File: src/rtl/rl_ram_bist_pkg.sv
// Shared types and helpers for the rl_ram_1r1w_bist March C- engine.
// RL_RAM_BIST_CHECKERBOARD_EN selects the checkerboard data background;
// without it the background is all zeros.
package rl_ram_bist_pkg;

    typedef enum logic [2:0] {
        ST_IDLE,
        ST_W0,
        ST_R0W1_UP,
        ST_R1W0_UP,
        ST_R0W1_DN,
        ST_R1W0_DN,
        ST_R0_DN,
        ST_DONE
    } bist_state_e;

    typedef enum logic {
        DIR_UP,
        DIR_DN
    } dir_e;

    typedef enum logic {
        PH_RD,
        PH_WR
    } phase_e;

    // Widest data word the background helper can produce.
    localparam int unsigned BG_MAX_W = 256;

`ifdef RL_RAM_BIST_CHECKERBOARD_EN
    localparam bit BG_CHECKER = 1'b1;
`else
    localparam bit BG_CHECKER = 1'b0;
`endif

    // Background "0" for a word: only the address parity matters, so the
    // caller passes addr[0]. Bits at or above width are zero.
    function automatic logic [BG_MAX_W-1:0] bg(input logic addr, input int unsigned width);
        logic [BG_MAX_W-1:0] pat;
        pat = '0;
        for (int unsigned i = 0; i < BG_MAX_W; i++) begin
            if (i < width) begin
                pat[i] = BG_CHECKER & (((i % 2) == 0) ^ addr);
            end
        end
        return pat;
    endfunction

    // Address direction of a March element.
    function automatic dir_e dir_of(input bist_state_e st);
        dir_e d;
        case (st)
            ST_R0W1_DN, ST_R1W0_DN, ST_R0_DN: d = DIR_DN;
            default:                          d = DIR_UP;
        endcase
        return d;
    endfunction

    // Element that follows st in the March C- order.
    function automatic bist_state_e elem_next(input bist_state_e st);
        bist_state_e n;
        case (st)
            ST_W0:      n = ST_R0W1_UP;
            ST_R0W1_UP: n = ST_R1W0_UP;
            ST_R1W0_UP: n = ST_R0W1_DN;
            ST_R0W1_DN: n = ST_R1W0_DN;
            ST_R1W0_DN: n = ST_R0_DN;
            ST_R0_DN:   n = ST_DONE;
            default:    n = ST_IDLE;
        endcase
        return n;
    endfunction

    // Elements whose read expects the complemented background.
    function automatic logic expects_one(input bist_state_e st);
        return (st == ST_R1W0_UP) || (st == ST_R1W0_DN);
    endfunction

endpackage

File: src/rtl/rl_ram_1r1w_bist_if.sv
// RAM-side port bundle between the BIST engine and a 1R1W RAM wrapper.
// Signal suffixes are from the BIST engine's point of view.
interface rl_ram_1r1w_bist_if #(
    parameter int unsigned ABITS = 10,
    parameter int unsigned DBITS = 32
);
    localparam int unsigned BEBITS = (DBITS + 7) / 8;

    logic [ABITS-1:0]  ram_waddr_o;
    logic [DBITS-1:0]  ram_din_o;
    logic              ram_we_o;
    logic [BEBITS-1:0] ram_be_o;
    logic [ABITS-1:0]  ram_raddr_o;
    logic              ram_re_o;
    logic [DBITS-1:0]  ram_dout_i;

    modport master (
        output ram_waddr_o,
        output ram_din_o,
        output ram_we_o,
        output ram_be_o,
        output ram_raddr_o,
        output ram_re_o,
        input  ram_dout_i
    );

    modport slave (
        input  ram_waddr_o,
        input  ram_din_o,
        input  ram_we_o,
        input  ram_be_o,
        input  ram_raddr_o,
        input  ram_re_o,
        output ram_dout_i
    );
endinterface

File: src/rtl/rl_ram_bist_agen.sv
// Up/down address counter with parallel load and terminal-count flag.
module rl_ram_bist_agen
    import rl_ram_bist_pkg::*;
#(
    parameter int unsigned ABITS = 10
) (
    input  logic             clk_i,
    input  logic             rst_i,
    input  logic             load_i,
    input  logic [ABITS-1:0] load_val_i,
    input  logic             step_i,
    input  dir_e             dir_i,
    output logic [ABITS-1:0] cnt_o,
    output logic             tc_o
);
    logic [ABITS-1:0] cnt_q;
    logic [ABITS-1:0] cnt_d;

    // Load has priority over stepping.
    always_comb begin
        cnt_d = cnt_q;
        if (load_i) begin
            cnt_d = load_val_i;
        end else if (step_i) begin
            if (dir_i == DIR_UP) begin
                cnt_d = cnt_q + 1'b1;
            end else begin
                cnt_d = cnt_q - 1'b1;
            end
        end
    end

    // Counter register.
    always_ff @(posedge clk_i) begin
        if (rst_i) begin
            cnt_q <= '0;
        end else begin
            cnt_q <= cnt_d;
        end
    end

    assign cnt_o = cnt_q;
    assign tc_o  = (dir_i == DIR_UP) ? (cnt_q == '1) : (cnt_q == '0);
endmodule

File: src/rtl/rl_ram_1r1w_bist.sv
// March C- self-test initiator for a 1R1W RAM wrapper.
// Define RL_RAM_BIST_CHECKERBOARD_EN for a checkerboard data background.
module rl_ram_1r1w_bist
    import rl_ram_bist_pkg::*;
#(
    parameter int unsigned ABITS = 10,
    parameter int unsigned DBITS = 32
) (
    input  logic                      clk_i,
    input  logic                      rst_i,
    input  logic                      start_i,
    output logic                      busy_o,
    output logic                      done_o,
    output logic                      pass_o,
    output logic [ABITS-1:0]          fail_addr_o,
    output logic [DBITS-1:0]          fail_data_o,
    rl_ram_1r1w_bist_if.master        ram
);
    localparam int unsigned BEBITS = (DBITS + 7) / 8;

    bist_state_e      state_q, state_d;
    phase_e           phase_q, phase_d;
    logic             pass_q, pass_d;
    logic [ABITS-1:0] fail_addr_q, fail_addr_d;
    logic [DBITS-1:0] fail_data_q, fail_data_d;
    logic [ABITS-1:0] waddr_q, waddr_d;
    logic [DBITS-1:0] din_q, din_d;
    logic [ABITS-1:0] raddr_q, raddr_d;

    logic             we;
    logic             re;
    logic [DBITS-1:0] wdata;
    logic             cmp_en;
    logic [DBITS-1:0] exp_w;
    logic [DBITS-1:0] syndrome;

    logic [BG_MAX_W-1:0] bg_full;
    logic [DBITS-1:0]    bg_w;
    logic                unused_bg_hi;

    logic             cnt_load;
    logic [ABITS-1:0] cnt_load_val;
    logic             cnt_step;
    logic [ABITS-1:0] cnt;
    logic             cnt_tc;
    bist_state_e      nxt_elem;

    rl_ram_bist_agen #(
        .ABITS(ABITS)
    ) u_agen (
        .clk_i      (clk_i),
        .rst_i      (rst_i),
        .load_i     (cnt_load),
        .load_val_i (cnt_load_val),
        .step_i     (cnt_step),
        .dir_i      (dir_of(state_q)),
        .cnt_o      (cnt),
        .tc_o       (cnt_tc)
    );

    assign bg_full      = bg(cnt[0], DBITS);
    assign bg_w         = bg_full[DBITS-1:0];
    assign unused_bg_hi = ^bg_full[BG_MAX_W-1:DBITS];
    assign nxt_elem     = elem_next(state_q);
    assign syndrome     = exp_w ^ ram.ram_dout_i;

    // March sequencing: per-state RAM commands, compare and element hand-off.
    always_comb begin
        state_d      = state_q;
        phase_d      = phase_q;
        pass_d       = pass_q;
        fail_addr_d  = fail_addr_q;
        fail_data_d  = fail_data_q;
        cnt_load     = 1'b0;
        cnt_load_val = '0;
        cnt_step     = 1'b0;
        we           = 1'b0;
        re           = 1'b0;
        wdata        = '0;
        cmp_en       = 1'b0;
        exp_w        = '0;

        case (state_q)
            ST_IDLE: begin
                if (start_i) begin
                    state_d      = ST_W0;
                    phase_d      = PH_RD;
                    pass_d       = 1'b1;
                    fail_addr_d  = '0;
                    fail_data_d  = '0;
                    cnt_load     = 1'b1;
                    cnt_load_val = '0;
                end
            end

            ST_W0: begin
                we    = 1'b1;
                wdata = bg_w;
                if (cnt_tc) begin
                    state_d      = nxt_elem;
                    cnt_load     = 1'b1;
                    cnt_load_val = '0;
                end else begin
                    cnt_step = 1'b1;
                end
            end

            ST_R0W1_UP, ST_R1W0_UP, ST_R0W1_DN, ST_R1W0_DN, ST_R0_DN: begin
                if (phase_q == PH_RD) begin
                    re      = 1'b1;
                    phase_d = PH_WR;
                end else begin
                    cmp_en  = 1'b1;
                    exp_w   = expects_one(state_q) ? ~bg_w : bg_w;
                    phase_d = PH_RD;
                    if (state_q != ST_R0_DN) begin
                        we    = 1'b1;
                        wdata = ~exp_w;
                    end
                    if (cnt_tc) begin
                        state_d  = nxt_elem;
                        cnt_load = 1'b1;
                        if (dir_of(nxt_elem) == DIR_UP) begin
                            cnt_load_val = '0;
                        end else begin
                            cnt_load_val = '1;
                        end
                    end else begin
                        cnt_step = 1'b1;
                    end
                end
            end

            ST_DONE: begin
                state_d = ST_IDLE;
            end

            default: begin
                state_d = ST_IDLE;
            end
        endcase

        // Only the first mismatch of a run is recorded; pass_q doubles as
        // the "nothing recorded yet" flag.
        if (cmp_en && pass_q && (syndrome != '0)) begin
            pass_d      = 1'b0;
            fail_addr_d = cnt;
            fail_data_d = syndrome;
        end
    end

    // RAM address/data outputs follow the counter while in use, else hold.
    always_comb begin
        waddr_d = we ? cnt : waddr_q;
        din_d   = we ? wdata : din_q;
        raddr_d = re ? cnt : raddr_q;
    end

    // State, result and held-output registers.
    always_ff @(posedge clk_i) begin
        if (rst_i) begin
            state_q     <= ST_IDLE;
            phase_q     <= PH_RD;
            pass_q      <= 1'b0;
            fail_addr_q <= '0;
            fail_data_q <= '0;
            waddr_q     <= '0;
            din_q       <= '0;
            raddr_q     <= '0;
        end else begin
            state_q     <= state_d;
            phase_q     <= phase_d;
            pass_q      <= pass_d;
            fail_addr_q <= fail_addr_d;
            fail_data_q <= fail_data_d;
            waddr_q     <= waddr_d;
            din_q       <= din_d;
            raddr_q     <= raddr_d;
        end
    end

    assign busy_o      = (state_q != ST_IDLE) && (state_q != ST_DONE);
    assign done_o      = (state_q == ST_DONE);
    assign pass_o      = pass_q;
    assign fail_addr_o = fail_addr_q;
    assign fail_data_o = fail_data_q;

    assign ram.ram_waddr_o = waddr_d;
    assign ram.ram_din_o   = din_d;
    assign ram.ram_we_o    = we;
    assign ram.ram_be_o    = {BEBITS{we}};
    assign ram.ram_raddr_o = raddr_d;
    assign ram.ram_re_o    = re;
endmodule

File: src/flat_wrapper.sv
// flat-port wrapper written by rule: the top's interface ports become plain ports
module rl_ram_1r1w_bist_flat import rl_ram_bist_pkg::*;
#(
    parameter int unsigned ABITS = 10,
    parameter int unsigned DBITS = 32
)
  (clk_i, rst_i, start_i, busy_o, done_o, pass_o, fail_addr_o, fail_data_o, ram_ram_waddr_o, ram_ram_din_o, ram_ram_we_o, ram_ram_be_o, ram_ram_raddr_o, ram_ram_re_o, ram_ram_dout_i);
  rl_ram_1r1w_bist_if #(.ABITS(ABITS), .DBITS(DBITS)) ram_i ();
  input  logic clk_i;
  input  logic rst_i;
  input  logic start_i;
  output logic busy_o;
  output logic done_o;
  output logic pass_o;
  output logic [ABITS-1:0] fail_addr_o;
  output logic [DBITS-1:0] fail_data_o;
  output wire logic [$bits(ram_i.ram_waddr_o)-1:0] ram_ram_waddr_o;
  output wire logic [$bits(ram_i.ram_din_o)-1:0] ram_ram_din_o;
  output wire logic [$bits(ram_i.ram_we_o)-1:0] ram_ram_we_o;
  output wire logic [$bits(ram_i.ram_be_o)-1:0] ram_ram_be_o;
  output wire logic [$bits(ram_i.ram_raddr_o)-1:0] ram_ram_raddr_o;
  output wire logic [$bits(ram_i.ram_re_o)-1:0] ram_ram_re_o;
  input wire logic [$bits(ram_i.ram_dout_i)-1:0] ram_ram_dout_i;
  assign ram_ram_waddr_o = ram_i.ram_waddr_o;
  assign ram_ram_din_o = ram_i.ram_din_o;
  assign ram_ram_we_o = ram_i.ram_we_o;
  assign ram_ram_be_o = ram_i.ram_be_o;
  assign ram_ram_raddr_o = ram_i.ram_raddr_o;
  assign ram_ram_re_o = ram_i.ram_re_o;
  assign ram_i.ram_dout_i = ram_ram_dout_i;
  rl_ram_1r1w_bist #(.ABITS(ABITS), .DBITS(DBITS)) u_core (.clk_i(clk_i), .rst_i(rst_i), .start_i(start_i), .busy_o(busy_o), .done_o(done_o), .pass_o(pass_o), .fail_addr_o(fail_addr_o), .fail_data_o(fail_data_o), .ram(ram_i));
endmodule
File: config.mk
export PLATFORM = sky130hd
export DESIGN_NAME = rl_ram_1r1w_bist_flat
export DESIGN_NICKNAME = d
export VERILOG_FILES = /design/src/rtl/rl_ram_bist_pkg.sv /design/src/rtl/rl_ram_1r1w_bist_if.sv /design/src/rtl/rl_ram_bist_agen.sv /design/src/rtl/rl_ram_1r1w_bist.sv /design/src/flat_wrapper.sv
export SDC_FILE = /design/constraint.sdc
export NUM_CORES = 1
export LEC_CHECK = 0
export CAP_MARGIN = 25
export CORE_MARGIN = 5
export CORE_UTILIZATION = 52
export CTS_CLUSTER_SIZE = 14
export DETAILED_ROUTE_END_ITERATION = 10
export HOLD_SLACK_MARGIN = 0.03
export PLACE_DENSITY = 0.85
export SYNTH_ARGS = -nofsm -noshare
export SYNTH_HDL_FRONTEND = slang
export SYNTH_SLANG_ARGS = --single-unit
File: constraint.sdc
create_clock -name clk_i -period 5.58 [get_ports clk_i]
set_input_delay 1.395 -clock clk_i [delete_from_list [all_inputs] [get_ports clk_i]]
set_output_delay 1.395 -clock clk_i [all_outputs]
set_load 0.01 [all_outputs]
==> summary.txt, run 1 <==
Status: completed
Worst skew pair latency: 0.36 ns
Yosys cell types: 53
Crit path time final: 4.238 ns
CTS H-Tree Depth: 3
All-Layer GR Usage: 0.2237
Post-CTS Resized: 0
EDFF count, synth: 0
Yosys warnings: 0
Asr flop ratio synth: 0
Metal3 WL: 1194 µm
Compound-cell area share of the yosys netlist: 0.1431
Most frequent cells in the layout: 136 x clkdlybuf4s50_1, 109 x dfxtp_1, 55 x and2_1, 54 x nand2_1, 52 x a21oi_1
DRC Markers: 0
CP required: 4.18 ns
CTS Hold Buffers Added: 0
M1 WL: 5859 µm
DRT Pass-1 Iters: 4
Post-CTS Setup Inserts: 0
Clk slew on worst S/H paths: 0.10 ns
CTS Buf Count: 9
Commonest non-fill, non-tap cell in the layout: clkdlybuf4s50_1
PwrDens: 214.1 nW/µm²
Mapped Cells: 577
Synth Area per Inst: 8.849 µm²
DIE WIDTH: 109.1 µm
First-pass GRT wire length: 21450 µm
Combinational share of power: 0.102
Part of the power in registers: 0.558
Crit Path Category: register to output port
FF-to-FF End: u_core.u_agen.cnt_o[8]
Synth Register Bits: 109
Largest family of logic cells by synthesized area: simple AND/OR/NAND/NOR gates
Post-synthesis simple-gate area fraction: 0.2419
Part of the cycle the worst path needs: 0.7595
Mux contribution to synthesized area: 0.04362
Least-Margin Pin Slew: 0.7870 ns
Sw Share: 0.2495
Maximum clock path buffer count: 2
Clock root buffer: clkbuf_8
Worst R2R Start: u_core.state_q[2]
Die H: 109.1 µm
Sinks on Clock Net: 109
Remaining Overflow, GRT: 0
Post-route ant nets: 0
Worst-path maximum fanout: 25
Reg2reg setup slack: 2.64 ns
Met2 Wirelength: 6049 µm
Slew HR: 0.4713
Antenna diodes: 0
Slew Viols, Final: 0
Core Region: 9684 µm²
# rows: 36
Antenna violations before repair: 0
CP endpoint kind: output port
RSZ-0062 raised after global routing: false
Final hold violations: 0
Synth Cell Area: 5106 µm²
Clock share of power: 0.340
WL/cell: 16.12 µm
CTS tree: yes
Final Skew: 0.008070 ns
R2R depth: 9
Slowest-stage cell, CP: dfxtp_1
Pin count of the biggest net entering global routing: 56
I/O pin cnt: 138
Setup TNS: 0 ns
DRT Wirelength: 13330 µm
Post-DR vias/cell: 5.463
HPWL Detailed: 9375 µm
Share of post-route cells with drive strength above 1: 0.07925
DIE AREA: 11900 µm²
Hold Path Class: register to register
Internal: 1.081 mW
Final core occ: 0.6948
Final setup fails: 0
Post-Synth XOR/XNOR Area: 0.07008
CP arrival: 2.84 ns
Number of max-cap violations: 0
Minimum hold slack: 0.4679 ns
Layout overhead on the synthesized area: 31.78%
Gpl congestion: 0.8734
Hold Crit Endpoint: u_core.fail_data_o[12]
Post-synthesis sequential area ratio: 0.4273
Leak: 2.726 nW
Vias: 4518
Hold path start: u_core.fail_data_o[12]
Hold Path Stages: 2
Post-Synth Adder-Cell Area: 0.02352
VDD IR-drop max: 145.1 µV
Final nets: 733
Top Layer Used: met4
Switching power: 0.3595 mW
Top_reg_cell synth: dfxtp_1
Syn Nets: 621
Initial Utilization: 0.5273
Vias in the first global route: 4398
Port Buffers: 137
CP Cell Sequence: xor2_2, and2_1, a21oi_4, buf_16, nand2_1, o21ai_0, clkdlybuf4s50_1
Max Clock Freq: 235.9 MHz
1st-iter DRT viols: 236
Worst path max stage delay: 0.60 ns
Crit start category: register
[worst max-delay path by stage]
stage                            startpoint            endpoint  slack (ns)  depth (start not counted)
final                     u_core.state_q[1]  ram_ram_waddr_o[0]        1.34                          7
after global routing      u_core.state_q[1]  ram_ram_waddr_o[0]        1.09                          7
after CTS                 u_core.state_q[1]  ram_ram_waddr_o[4]        1.03                          5
after detailed placement  u_core.state_q[1]  ram_ram_waddr_o[4]        1.44                          5
after global placement    u_core.state_q[1]  ram_ram_waddr_o[8]        1.56                          5
after floorplan           u_core.state_q[2]  ram_ram_raddr_o[1]        2.39                          6
[metrics by stage]
stage | instances | worst slack [ns] | instance area (µm²) | power (mW)
after floorplan | 577 | 2.389 | 5106 | 0.8947
after global placement | 809 | 1.562 | 6474 | 0.9592
after detailed placement | 809 | 1.445 | 6474 | 0.9630
after CTS | 825 | 1.028 | 6681 | 1.448
after global routing | 827 | 1.087 | 6729 | 1.503
final | 827 | 1.342 | 6729 | 1.441
[cell families after synthesis]
kind of cell	after synthesis
buf+inv	53
fa+ha+maj	9
xor+xnor	40
compound gates	114
flops	109
simple gates	232
mux	20
[power groups by stage]
stage          Clock (mW)  Combinational (mW)  Sequential (mW)
5_1_grt             0.537               0.161            0.806
6_report            0.490               0.147            0.803
4_1_cts             0.502               0.143            0.803
2_1_floorplan           0              0.0816            0.813
3_5_place_dp            0               0.142            0.821
3_3_place_gp            0               0.138            0.821
[metal layers]
metal	track usage	vias to the layer above
met4	0.07394	0
met5	0	-
met2	0.3566	151
li1	-	2221
met3	0.06572	19
met1	0.2900	2127
[synthesized netlist by cell type, types with 2 or more instances]
cell        n  area, µm²
nor2_1     19      71.32
a31oi_1     3      18.77
a21oi_2     2      17.52
buf_2       8      40.04
nand4_1    14      87.58
a221oi_1    2      17.52
a21o_1     33      247.7
a211oi_1    2      15.01
mux2i_1     2      20.02
a21oi_1    52      260.3
xor2_1      4      35.03
nand3_1    47      235.2
buf_4       5      37.54
and2_1     55      344.1
nor3b_1     2      15.01
mux2_2     18      202.7
buf_6       4      45.04
or3_1       3      18.77
ha_1        8      100.1
nand2_1    54      202.7
clkbuf_1   25      93.84
dfxtp_1   109       2182
xnor2_1    35      306.5
nor4_1     13      81.33
buf_1       3      11.26
o211ai_1    3      22.52
nor2b_1     4      25.02
inv_1       8      30.03
o21ai_0     6      30.03
nor3_1     11      55.05
[sequential cells by signal (all words and copies together) (netlist names)]
name                 cells
u_core.state_q           3
u_core.fail_data_o      32
u_core.fail_addr_o      10
u_core.raddr_q          10
u_core.din_q            32
u_core.u_agen.cnt_o     10
u_core.pass_o            1
u_core.phase_q           1
u_core.waddr_q          10
[cell type report]
| type | instances | area [µm²] |
|---|---|---|
| Clock buffer | 10 | 137.6 |
| Tap cell | 133 | 166.4 |
| Clock inverter | 6 | 70.07 |
| Timing Repair Buffer | 146 | 1466 |
| Multi-Input combinational cell | 415 | 2676 |
| Sequential cell | 109 | 2182 |
| Inverter | 8 | 30.03 |
| Fill cell | 772 | 2955 |
[critical path, delay by kind of cell (launching register included)]
kind,cells,cell delay [ns]
buffers and inverters,2,0.81
AOI/OAI and AO/OA,2,0.63
DFF,1,0.60
and+or+nand+nor,2,0.30
xor gates and xnor gates,1,0.13
Power figures use the tool's default switching activity.
==> inputs of run 2 (changes only) <==
CORE_UTILIZATION = 49   (was 52)
PLACE_DENSITY = 0.81   (was 0.85)
clock period = 4 ns   (was 5.58 ns; I/O delays follow)
==> run 2 against run 1 <==
Final area about the same. Sequential share of layout area about the same. Die area increased by 5.5%. First-iteration DRC count increased by 15%. Critical endpoint is now ram_ram_din_o[17]. Highest routed layer unchanged.
==> summary.txt, run 2 (synthesized netlist as in run 1, its figures left out) <==
Slowest-stage cell, CP: dfxtp_1 (unchanged)
DRT Pass-1 Iters: 4 (unchanged)
Sinks on Clock Net: 109 (unchanged)
Reg area: 2183 µm² (was 2182 µm²)
Crit start category: register (unchanged)
DIE AREA: 12560 µm² (was 11900 µm²)
Antenna diodes: 0 (unchanged)
CTS H-Tree Depth: 3 (unchanged)
Final hold violations: 0 (unchanged)
VDD IR-drop max: 194.4 µV (was 145.1 µV)
Worst R2R Start: u_core.state_q[2] (unchanged)
Final nets: 735 (was 733)
Vias: 4464 (was 4518)
Crit path time final: 3.781 ns
DIE WIDTH: 112.1 µm (was 109.1 µm)
DRC Markers: 0 (unchanged)
Pin count of the biggest net entering global routing: 56 (unchanged)
Post-DR vias/cell: 5.365 (was 5.463)
Reg2reg setup slack: 1.06 ns (was 2.64 ns)
Remaining Overflow, GRT: 0 (unchanged)
Final setup fails: 0 (unchanged)
Port Buffers: 137 (unchanged)
Commonest non-fill, non-tap cell in the layout: clkdlybuf4s50_1 (unchanged)
CP Cell Sequence: xor2_2, and2_1, a21oi_4, buf_4, a21o_1, clkdlybuf4s50_1 (was xor2_2, and2_1, a21oi_4, buf_16, nand2_1, o21ai_0, clkdlybuf4s50_1)
Max Clock Freq: 264.5 MHz
Post-route ant nets: 0 (unchanged)
1st-iter DRT viols: 271 (was 236)
PwrDens: 296.9 nW/µm² (was 214.1 nW/µm²)
DRT Wirelength: 13100 µm (was 13330 µm)
HPWL Detailed: 9539 µm (was 9375 µm)
CP arrival: 2.78 ns (was 2.84 ns)
Worst path max stage delay: 0.58 ns (was 0.60 ns)
CP endpoint kind: output port (unchanged)
Worst skew pair latency: 0.36 ns (about the same)
Antenna violations before repair: 0 (unchanged)
Status: completed (unchanged)
CP required: 3.00 ns (was 4.18 ns)
Crit Path Category: register to output port (unchanged)
Least-Margin Pin Slew: 0.7875 ns (was 0.7870 ns)
Hold path start: u_core.fail_addr_o[1] (was u_core.fail_data_o[12])
Number of max-cap violations: 0 (unchanged)
Clk slew on worst S/H paths: 0.11 ns (was 0.10 ns)
First-pass GRT wire length: 21540 µm (was 21450 µm)
All-Layer GR Usage: 0.2022 (was 0.2237)
CTS Buf Count: 9 (unchanged)
I/O pin cnt: 138 (unchanged)
Die H: 112.1 µm (was 109.1 µm)
Slew Viols, Final: 0 (unchanged)
Initial Utilization: 0.4991 (was 0.5273)
Slew HR: 0.4709 (was 0.4713)
FF-to-FF End: u_core.u_agen.cnt_o[8] (unchanged)
Final Skew: 0.01261 ns (was 0.008070 ns)
Worst-path maximum fanout: 33 (was 25)
Part of the cycle the worst path needs: 0.9453
Leak: 2.722 nW (was 2.726 nW)
Hold Path Stages: 2 (unchanged)
Clock root buffer: clkbuf_8 (unchanged)
RSZ-0062 raised after global routing: false (unchanged)
Hold Path Class: register to register (unchanged)
Gpl congestion: 0.8812 (was 0.8734)
Vias in the first global route: 4382 (was 4398)
Layout overhead on the synthesized area: 31.76% (was 31.78%)
Share of post-route cells with drive strength above 1: 0.08333 (was 0.07925)
R2R depth: 9 (unchanged)
Final core occ: 0.6576 (was 0.6948)
Setup TNS: 0 ns (unchanged)
Multi-input gate area: 2676 µm² (unchanged)
Hold Crit Endpoint: u_core.fail_addr_o[1] (was u_core.fail_data_o[12])
Core Region: 10230 µm² (was 9684 µm²)
Maximum clock path buffer count: 2 (unchanged)
WL/cell: 15.75 µm (was 16.12 µm)
# rows: 37 (was 36)
CTS tree: yes (unchanged)
Most frequent cells in the layout: 136 x clkdlybuf4s50_1, 108 x dfxtp_1, 55 x and2_1, 54 x nand2_1, 52 x a21oi_1 (was 136 x clkdlybuf4s50_1, 109 x dfxtp_1, 55 x and2_1, 54 x nand2_1, 52 x a21oi_1)
Fill count: 836 (was 772)
## run 2: per-layer routing
metal,vias up,wire (µm),track usage
met3,17,1296,0.07008
li1,2219,-,-
met4,0,190,0.05369
met5,-,0,0
met2,173,5686,0.3079
met1,2055,5929,0.2750
## run 2: layout make-up
cell class              count  area share
multi-input cells         415      0.3978
flip-flops and latches    109      0.3245
repair buffers            148      0.2172
well taps                 136     0.02529
clock buffers              10     0.02046
clock inverters             6     0.01023
inverters                   8    0.004463
## run 2: where the power goes
group          leakage (nW)  total, mW  switching [mW]  internal [mW]
Combinational          1.74      0.202           0.106         0.0959
Clock                 0.103      0.676           0.364          0.312
Sequential            0.881       1.12          0.0224           1.10
## run 2: timing repair
action                     4_1_cts  5_1_grt
hold buffers                     0        0
setup buffers                    0        0
resized for setup                0        1
setup endpoints to repair        0        5
## run 2: worst max path at each step
stage | from | to | slack (ns) | cells past startpoint
6_report | u_core.state_q[2] | ram_ram_din_o[17] | 0.22 | 6
5_1_grt | u_core.state_q[2] | ram_ram_din_o[17] | 0.01 | 6
4_1_cts | u_core.state_q[1] | ram_ram_din_o[26] | 0.18 | 6
3_5_place_dp | u_core.state_q[1] | ram_ram_din_o[26] | 0.57 | 6
3_3_place_gp | u_core.state_q[1] | ram_ram_din_o[26] | 0.68 | 6
2_1_floorplan | u_core.state_q[2] | ram_ram_raddr_o[1] | 1.20 | 6
## run 2: per-stage QoR
step	worst slack, ns	hold WS [ns]	instance area, µm²	instances	power [mW]
2_1_floorplan	1.204	0.4825	5106	577	1.248
3_3_place_gp	0.6769	0.4506	6520	816	1.340
3_5_place_dp	0.5714	0.4575	6520	816	1.345
4_1_cts	0.1754	0.4710	6726	832	2.014
5_1_grt	0.009728	0.4917	6728	832	2.078
6_report	0.2187	0.4701	6728	832	1.998
## run 2: critical path, delay by kind of cell (launching register included)
family | cells | cell delay, ns
AO/OA/AOI/OAI | 2 | 0.53
XOR/XNOR | 1 | 0.14
buffers and inverters | 2 | 0.93
flip-flops | 1 | 0.58
AND/OR/NAND/NOR | 1 | 0.23
